<file path="src/rtl/pipe_ctrl_pkg.sv">
// Shared definitions for the pipeline hazard/stall controller: condition encoding
// and the hard-wired zero register number.
package pipe_ctrl_pkg;

    typedef enum logic [1:0] {
        StRun   = 2'd0,
        StHaz   = 2'd1,
        StMem   = 2'd2,
        StFlush = 2'd3
    } state_e;

    localparam logic [4:0] REG_ZERO = 5'd0;

endpackage

</file>
<file path="src/rtl/pipe_ctrl_raw_detect.sv">
// Combinational RAW check of one in-flight writer against the ID-stage sources.
module raw_detect
    import pipe_ctrl_pkg::*;
(
    input  logic       wr_en,
    input  logic [4:0] dest,
    input  logic [4:0] src1,
    input  logic [4:0] src2,
    input  logic       two_src,
    output logic       hit
);

    // Writes to the zero register are discarded, so they never create a dependency.
    assign hit = wr_en && (dest != REG_ZERO) &&
                 ((dest == src1) || (two_src && (dest == src2)));

endmodule

</file>
<file path="src/rtl/pipe_ctrl.sv">
// Pipeline stall/flush controller. Define FORWARDING_EN to restrict hazard
// detection to load-use on the EXE writer (forwarding covers the rest).
module pipe_ctrl
    import pipe_ctrl_pkg::*;
#(
    parameter int unsigned STALL_CNT_W = 16
) (
    input  logic                   clk,
    input  logic                   rst,
    input  logic [4:0]             src1_id,
    input  logic [4:0]             src2_id,
    input  logic                   two_src_id,
    input  logic                   wb_en_exe,
    input  logic                   mem_r_en_exe,
    input  logic [4:0]             dest_exe,
    input  logic                   wb_en_mem,
    input  logic [4:0]             dest_mem,
    input  logic                   br_taken_exe,
    input  logic                   mem_busy,
    input  logic                   clr_cnt,
    output logic                   pc_en,
    output logic                   if_id_en,
    output logic                   id_exe_en,
    output logic                   exe_mem_en,
    output logic                   mem_wb_en,
    output logic                   if_id_flush,
    output logic                   id_exe_bubble,
    output logic                   freeze,
    output logic [1:0]             state,
    output logic [STALL_CNT_W-1:0] stall_cnt
);

    state_e                 state_q, state_d;
    logic                   br_pend_q, br_pend_d;
    logic [STALL_CNT_W-1:0] cnt_q, cnt_d;
    logic                   hit_exe;
    logic                   hazard;

    raw_detect u_raw_exe (
        .wr_en   (wb_en_exe),
        .dest    (dest_exe),
        .src1    (src1_id),
        .src2    (src2_id),
        .two_src (two_src_id),
        .hit     (hit_exe)
    );

`ifdef FORWARDING_EN
    // Only a load in EXE cannot be forwarded in time.
    logic unused_mem_writer;
    assign unused_mem_writer = wb_en_mem ^ (^dest_mem);
    assign hazard = mem_r_en_exe && hit_exe;
`else
    logic hit_mem;
    logic unused_load_flag;

    raw_detect u_raw_mem (
        .wr_en   (wb_en_mem),
        .dest    (dest_mem),
        .src1    (src1_id),
        .src2    (src2_id),
        .two_src (two_src_id),
        .hit     (hit_mem)
    );

    assign unused_load_flag = mem_r_en_exe;
    assign hazard = hit_exe || hit_mem;
`endif

    always_comb begin
        state_d       = StRun;
        br_pend_d     = br_pend_q;
        pc_en         = 1'b1;
        if_id_en      = 1'b1;
        id_exe_en     = 1'b1;
        exe_mem_en    = 1'b1;
        mem_wb_en     = 1'b1;
        if_id_flush   = 1'b0;
        id_exe_bubble = 1'b0;
        freeze        = hazard;

        if (mem_busy) begin
            // Whole pipe holds; a branch resolved now must survive the hold.
            state_d    = StMem;
            br_pend_d  = br_pend_q || br_taken_exe;
            pc_en      = 1'b0;
            if_id_en   = 1'b0;
            id_exe_en  = 1'b0;
            exe_mem_en = 1'b0;
            mem_wb_en  = 1'b0;
        end else if (br_taken_exe || br_pend_q) begin
            state_d       = StFlush;
            br_pend_d     = 1'b0;
            if_id_flush   = 1'b1;
            id_exe_bubble = 1'b1;
        end else if (hazard) begin
            state_d       = StHaz;
            pc_en         = 1'b0;
            if_id_en      = 1'b0;
            id_exe_bubble = 1'b1;
        end

        if (!rst) begin
            pc_en         = 1'b0;
            if_id_en      = 1'b0;
            id_exe_en     = 1'b0;
            exe_mem_en    = 1'b0;
            mem_wb_en     = 1'b0;
            if_id_flush   = 1'b0;
            id_exe_bubble = 1'b0;
            freeze        = 1'b0;
        end
    end

    always_comb begin
        cnt_d = cnt_q;
        if (clr_cnt) begin
            cnt_d = '0;
        end else if (!pc_en && (cnt_q != '1)) begin
            cnt_d = cnt_q + STALL_CNT_W'(1);
        end
    end

    always_ff @(posedge clk or negedge rst) begin
        if (!rst) begin
            state_q   <= StRun;
            br_pend_q <= 1'b0;
            cnt_q     <= '0;
        end else begin
            state_q   <= state_d;
            br_pend_q <= br_pend_d;
            cnt_q     <= cnt_d;
        end
    end

    assign state     = state_q;
    assign stall_cnt = cnt_q;

endmodule

</file>
<file path="config.mk">
export PLATFORM = sky130hd
export DESIGN_NAME = pipe_ctrl
export DESIGN_NICKNAME = d
export VERILOG_FILES = /design/src/rtl/pipe_ctrl_pkg.sv /design/src/rtl/pipe_ctrl_raw_detect.sv /design/src/rtl/pipe_ctrl.sv
export SDC_FILE = /design/constraint.sdc
export NUM_CORES = 1
export LEC_CHECK = 0
export BUFFER_PORTS_ARGS = -buffer_cell sky130_fd_sc_hd__buf_2
export CAP_MARGIN = 20
export CORE_MARGIN = 2
export CORE_UTILIZATION = 43
export DETAILED_ROUTE_END_ITERATION = 8
export PLACE_DENSITY = 0.75
export SLEW_MARGIN = 5
export SYNTH_ARGS = -nofsm -noshare
export SYNTH_HDL_FRONTEND = slang
export SYNTH_SLANG_ARGS = --single-unit
export TNS_END_PERCENT = 50
</file>
<file path="constraint.sdc">
create_clock -name clk -period 2.55 [get_ports clk]
set_clock_uncertainty 0.2 [all_clocks]
set_input_delay 0.1275 -clock clk [delete_from_list [all_inputs] [get_ports clk]]
set_output_delay 0.1275 -clock clk [all_outputs]
set_load 0.05 [all_outputs]
</file>
==> out/qor.yml, run 1 <==
status: "finished clean"
syn_to_final_growth_pct: 27.1
synth_top_area_share: 0.349
hpwl_mm: 2.34
final_cell_mix: "buf_2 (53), xnor2_1 (20), dfrtp_2 (15)"
peakVddDrop_mv: 0.134
antenna_found_initial: 0
root_buffer: "clkbuf_4"
synth_ff_type: "dfrtp_1"
worst_pin_slew_ps: 363
slowest_stage: "dfrtp_2"
clk_pin_slew_ps: 110
fmax_mhz: 408
die_y_um: 60.3
rr_startpoint: "stall_cnt[1]"
grt_max_degree: 29
r2r.worst_path.cells: 8
dr.max_layer_used: "met4"
ys_seq_area_frac: 0.349
power.density_nw_per_um2: 386
fin_util: 0.572
crit_path_end_kind: "flop"
routed_wl_mm: 3.14
globalRoute.totalOverflow: 0
critPathKind: "reg2reg"
cts_tree: "yes"
clockBufferDepth: 2
htreeDepth: 1
ios: 55
place_ws_ps: 76.9
yosys.area.top_type: "dfrtp_1"
r2r_slack_ps: 100
fin_area_um2: 1730
worst_slack_ps: 97.3
firstDrtPassIters: 4
gp_congestion: 0.834
postRouteAntennaNets: 0
synth.area.top_cells: "dfrtp_1 (35%), xnor2_1 (13%), or4_1 (5.5%)"
grt_pass1_wl_mm: 5.29
cts_buffers: 3
row_count: 20
clock_latency_ps: 300
vias: 1324
syn_avg_cell_area_um2: 9.09
drc: 0
layout_commonest_cell: "buf_2"
track_usage: 0.189
crit_family: "simple AND/OR/NAND/NOR gates"
cap_violations: 0
ys_async_sr_fraction: 1.00
post_cts_resized: 0
vias_per_cell: 5.27
setup_viol: 0
path_cells: "ha_4 > nand3_1 > or4_4 > nor2b_4 > a32o_2 > nor2_4 > or4_1 > a21oi_1"
drive_above_1_share: 0.401
wirelength_met1_mm: 1.49
start_util: 0.450
drt-initial-drc-count: 42
arrival_ps: 2440
start_kind: "flop"
dpl-instance-area_um2: 1650
synth_cell_types: 34
drv_slew: 0
hold_path_class: "in2async"
ys_seq_elements: 19
critPathMaxStageDelay_ps: 440
port_buffers: 53
worst-path-max-fanout: 14
synth_area_um2: 1360
synthCells: 150
layout_min_cycle_time_ps: 2450
coreArea_um2: 3030
grt_pass1_vias: 1192
die_w_um: 60.3
rsz0062_at_grt: "false"
cp.required_ps: 2540
fin_nets: 238
synth_edf_count: 0
crit_buf_inv: 0
hold_violations: 0
wl_met2_mm: 1.50
yosysWarnings: 0
syn_nets: 180
clock_sinks: 19
max_slew_margin: 0.758
wl_per_cell_um: 12.5
p_leak_uw: 0.000723
dieArea_um2: 3640
finalCritPeriodShare: 0.962
worstReg2RegEnd: "stall_cnt[15]"
wl_met3_um: 93
n_antenna_cell: 0
## logic make-up (layout without fill, tap and decap cells)
group,count (synthesis),after routing,synth area share
mux,1,1,0.00734
xor+xnor,21,21,0.135
fa+ha+maj,1,1,0.00917
compound gates,33,33,0.150
flops,19,19,0.349
buf+inv,10,66,0.0651
simple gates,65,66,0.285
## layer usage
| metal | vias up | track usage |
|---|---|---|
| met5 | - | 0 |
| met4 | 0 | 0.0794 |
| met3 | 5 | 0.0195 |
| met2 | 29 | 0.309 |
| met1 | 628 | 0.253 |
| li1 | 662 | - |
## final cells by class
cell class              count  area, um2
repair buffers             59        323
clock buffers               4       26.3
multi-input cells         122        823
well taps                  44       55.1
fillers                   280       1290
inverters                   3       11.3
flip-flops and latches     19        494
## worst min-delay path, cell delays in order
cell	delay [ps]
dlygate4sd3_1	530
buf_2	120
buf_4	260
## state kept, by name, summed over array words and instances, names as in the netlist
name / flops
br_pend_q: 1
state: 2
stall_cnt: 16
## timing repair
action,4_1_cts,5_1_grt
setup endpoints to repair,0,4
setup buffers,0,0
endpoints found under the hold margin,23,0
hold buffers,5,0
## synthesized netlist by cell type, types with 2 or more instances
master    count
inv_1         3
nand4_1       9
nand2_1      12
a21oi_2       3
nor2b_1       3
nor2_1        8
or4_1        10
nand2b_1      2
o31ai_1       6
buf_12        2
a21oi_1      10
or3_1         6
o21ai_1       8
dfrtp_1      19
o21ai_0       2
nand3_1       7
buf_4         3
xnor2_1      20
o22ai_1       2
## through the flow
step / setup TNS (ps) / std cells / hold WS [ps] / power (uW)
finish: 0 / 251 / 131 / 670
global placement: 0 / 241 / -68.9 / 505
floorplan: -29.5 / 150 / -368 / 455
detailed placement: 0 / 241 / -72.1 / 509
global route: 0 / 251 / 163 / 699
CTS: 0 / 250 / 138 / 667
## power breakdown
part	switching, uW	leakage, uW	internal [uW]
logic	118	0.000476	71.5
clock network	98.6	0.0000150	61.1
registers	10.8	0.000232	310
total	227	0.000723	443
## worst max-delay path by stage
stage	startpoint	endpoint	slack, ps	cells past startpoint
final	stall_cnt[1]	stall_cnt[15]	100	8
after global placement	stall_cnt[0]	stall_cnt[1]	130	8
after detailed placement	stall_cnt[1]	stall_cnt[1]	80	8
after global routing	stall_cnt[3]	stall_cnt[1]	0.4	7
after floorplan	stall_cnt[3]	stall_cnt[1]	-30	9
after CTS	stall_cnt[0]	stall_cnt[1]	50	8
Note: power is estimated with default switching activity, not from simulation.
==> inputs of run 2 (changes only) <==
- CORE_UTILIZATION: 43 -> 48
- PLACE_DENSITY: 0.75 -> 0.79
- clock period: 2.55 -> 2.37 ns (I/O delays scaled with it)
==> run 2 against run 1 <==
  * Via count up 7.3%
  * Sequential cell count is the same
  * Sequential share of layout area down 2.4 points
  * Utilization up 12 points
  * Critical path type unchanged
  * Largest power group unchanged
==> out/qor.yml, run 2 (synthesis results as in run 1) <==
die_w_um: 57.3
fin_util: 0.692
coreArea_um2: 2730
cts_tree: "yes"
drv_slew: 0
globalRoute.totalOverflow: 0
row_count: 19
vias: 1421
p_leak_uw: 0.000836
firstDrtPassIters: 4
clock_sinks: 19
htreeDepth: 1
largest_reg_flops: 16
dieArea_um2: 3280
clockBufferDepth: 2
top_usage_layer: "met2"
fmax_mhz: 423
wl_per_cell_um: 13.5
setup_viol: 0
start_util: 0.499
clk_pin_slew_ps: 110
critPathKind: "reg2reg"
hold_path_class: "in2async"
drt-initial-drc-count: 42
r2r.worst_path.cells: 8
rr_startpoint: "stall_cnt[14]"
finalCritPeriodShare: 0.998
met2_usage: 0.404
syn_to_final_growth_pct: 38.6
layout_min_cycle_time_ps: 2370
gp_congestion: 0.771
final_cell_mix: "buf_2 (53), xnor2_1 (20), buf_4 (18)"
power.density_nw_per_um2: 388
cap_violations: 0
crit_path_end_kind: "flop"
track_usage: 0.223
die_y_um: 57.3
rsz0062_at_grt: "true"
routed_wl_mm: 3.46
peakVddDrop_mv: 0.306
clock_latency_ps: 290
status: "finished clean"
drc: 0
root_buffer: "clkbuf_4"
hpwl_mm: 2.61
postRouteAntennaNets: 0
drive_above_1_share: 0.462
arrival_ps: 2340
grt_pass1_wl_mm: 5.86
ios: 55
start_kind: "flop"
grt_util_met3: 0.0272
stdcell_count: 256
cts_buffers: 3
worstReg2RegEnd: "stall_cnt[11]"
worst-path-max-fanout: 12
grt_pass1_vias: 1370
max_slew_margin: 0.761
n_antenna_cell: 0
fin_nets: 256
worst_pin_slew_ps: 359
dp.cells: 244
grt_max_degree: 26
port_buffers: 53
grt_use_met1: 0.288
cp-startpoint: "stall_cnt[14]"
r2r_slack_ps: 4
antenna_found_initial: 0
layout_commonest_cell: "buf_2"
fillers: 229
vias_per_cell: 5.55
hold_violations: 0
cp.required_ps: 2340
==> run 2: power by group <==
group / switching (uW) / internal (uW) / total (uW) / leakage (uW)
Sequential: 6.27 / 333 / 340 / 0.000232
Clock: 99.9 / 65.4 / 165 / 0.0000150
Combinational: 137 / 92.7 / 229 / 0.000589
Total: 243 / 491 / 734 / 0.000836
==> run 2: how the worst max path moves through the flow <==
stage          cells after the start            end  slack (ps)
6_report                           8  stall_cnt[11]           4
5_1_grt                            8  stall_cnt[14]         -70
4_1_cts                            9  stall_cnt[14]           5
3_5_place_dp                       9  stall_cnt[14]          20
3_3_place_gp                       8   stall_cnt[3]          80
2_1_floorplan                      9   stall_cnt[1]        -210
==> run 2: critical path, stage by stage, from the launching register on <==
cell and delay, ps:
dfrtp_2 400, nand4_1 150, or4_4 530, nor2b_4 140, a32o_2 300, nor2_8 160, clkbuf_16 180, or3_1 130
a21oi_2 50
==> run 2: metrics by stage <==
step / setup WS [ps] / setup TNS (ps) / area, um2 / total power (uW) / hold WS [ps]
2_1_floorplan: -209 / -1450 / 1400 / 490 / -377
3_3_place_gp: 80.4 / 0 / 1760 / 552 / -57.2
3_5_place_dp: 16.5 / 0 / 1760 / 559 / -50.1
4_1_cts: 5.18 / 0 / 1850 / 732 / 163
5_1_grt: -74.8 / -744 / 1890 / 775 / 182
6_report: 4.42 / 0 / 1890 / 734 / 160
==> run 2: what timing repair did <==
item	4_1_cts	5_1_grt
hold endpoints to repair	25	0
hold buffers	5	0
endpoints found under the setup margin	1	13
pin swaps	1	3
buffers inserted	1	1
cloned	0	1
resized for setup	0	3
==> run 2: area by class of cell <==
| class | count | area (um2) | share of cell area |
|---|---|---|---|
| Multi-Input combinational cell | 121 | 825 | 0.436 |
| Timing Repair Buffer | 78 | 495 | 0.262 |
| Sequential cell | 19 | 494 | 0.261 |
| Tap cell | 31 | 38.8 | 0.0205 |
| Clock buffer | 4 | 26.3 | 0.0139 |
| Inverter | 3 | 11.3 | 0.00596 |
==> run 2: routing by layer <==
metal | vias up | wire length, um
met5 | - | 0
met2 | 46 | 1780
met1 | 669 | 1490
met3 | 6 | 164
li1 | 700 | -
met4 | 0 | 34
==> inputs of run 3 (changes only) <==
- CTS_CLUSTER_DIAMETER: not set -> 40
- REMOVE_ABC_BUFFERS: not set -> 1
==> run 3 against run 2 <==
  * Clock power barely moved
  * First-iteration DRC count rose by 45%
  * Final cell count fell by 0.78%
  * Die area stayed put
  * Sequential power decreased by 1%
  * Via count down 0.14%
  * Combinational power down 4%
==> out/qor.yml, run 3 (synthesis results as in run 1) <==
gp_congestion: 0.799
drv_slew: 0
status: "finished clean"
start_kind: "flop"
layout_commonest_cell: "buf_2"
fmax_mhz: 427
rsz0062_at_grt: "true"
fin_total_pwr_uw: 724
ios: 55
die_w_um: 57.3
port_buffers: 53
max_slew_margin: 0.769
r2r_slack_ps: 30
dr.max_layer_used: "met4"
row_count: 19
hpwl_mm: 2.50
grt_pass1_vias: 1250
setup_tns_ps: 0
clk_pin_slew_ps: 110
grt_max_degree: 23
crit_path_end_kind: "flop"
vias: 1419
die_y_um: 57.3
clockBufferDepth: 2
worst-path-max-fanout: 22
rr_startpoint: "stall_cnt[10]"
root_buffer: "clkbuf_4"
setup_viol: 0
final_cell_mix: "buf_2 (53), xnor2_1 (20), dfrtp_1 (19)"
finalCritPeriodShare: 0.989
layout_min_cycle_time_ps: 2340
drt-initial-drc-count: 61
wl_met3_um: 159
clock_sinks: 19
fin_util: 0.667
drive_above_1_share: 0.381
track_usage: 0.192
fin_nets: 254
grt_pass1_wl_mm: 5.06
worstReg2RegEnd: "stall_cnt[10]"
dp.cells: 243
postRouteAntennaNets: 0
largest_reg_flops: 16
start_util: 0.499
cap_violations: 0
htreeDepth: 1
hold_path_class: "in2async"
wirelength_met1_mm: 1.35
worst_pin_slew_ps: 346
peakVddDrop_mv: 0.342
stdcell_count: 254
drc: 0
cts_buffers: 3
p_leak_uw: 0.000846
syn_to_final_growth_pct: 33.8
coreArea_um2: 2730
antenna_found_initial: 0
clock_latency_ps: 300
routed_wl_mm: 3.14
wl_per_cell_um: 12.4
dieArea_um2: 3280
arrival_ps: 2320
cp.required_ps: 2350
critPathKind: "reg2reg"
r2r.worst_path.cells: 8
wl_met2_mm: 1.59
vias_per_cell: 5.59
power.density_nw_per_um2: 397
globalRoute.totalOverflow: 0
n_antenna_cell: 0
cts_tree: "yes"
firstDrtPassIters: 4
hold_violations: 0
## run 3: final cells by class
type,instances,area (um2)
Clock buffer,4,26.3
Fill cell,229,910
Inverter,3,11.3
Multi-Input combinational cell,121,810
Sequential cell,19,475
Tap cell,31,38.8
Timing Repair Buffer,76,463
## run 3: how the worst max path moves through the flow
stage	startpoint	endpoint	slack (ps)	cells after the start
finish	stall_cnt[10]	stall_cnt[10]	30	8
global route	stall_cnt[10]	stall_cnt[14]	-50	8
CTS	stall_cnt[14]	stall_cnt[10]	10	8
detailed placement	stall_cnt[14]	stall_cnt[10]	30	8
global placement	stall_cnt[14]	stall_cnt[7]	60	8
floorplan	dest_exe[4]	if_id_en	-410	5
## run 3: per-layer routing
| layer | vias up | track usage |
|---|---|---|
| met3 | 4 | 0.0159 |
| li1 | 697 | - |
| met4 | 0 | 0.0565 |
| met5 | - | 0 |
| met2 | 43 | 0.351 |
| met1 | 675 | 0.240 |
## run 3: worst max-delay path, cell delays in order, from the launching register on
cell	delay, ps
dfrtp_1	400
nand4_1	140
or4_4	550
nor2b_4	140
a32o_2	300
nor2_8	140
buf_12	160
or4_1	120
a21oi_1	60
## run 3: power breakdown
part           leakage [uW]  total (uW)  switching (uW)  internal, uW
sequential         0.000256         336            4.03           332
clock             0.0000150         168             102          65.6
combinational      0.000575         220             135          85.6
total              0.000846         724             241           484
## run 3: stage by stage
stage | setup slack, ps | hold WS, ps | area [um2]
after floorplan | -414 | -377 | 1290
after global placement | 63.3 | -72.1 | 1720
after detailed placement | 32.8 | -63.2 | 1720
after CTS | 9.97 | 149 | 1800
after global routing | -47.8 | 166 | 1820
final | 27.1 | 129 | 1820
## run 3: what timing repair did
item	4_1_cts	5_1_grt
buffers inserted	0	2
hold endpoints to repair	24	0
hold buffers	5	0
setup endpoints to repair	0	12
resized for setup	0	2
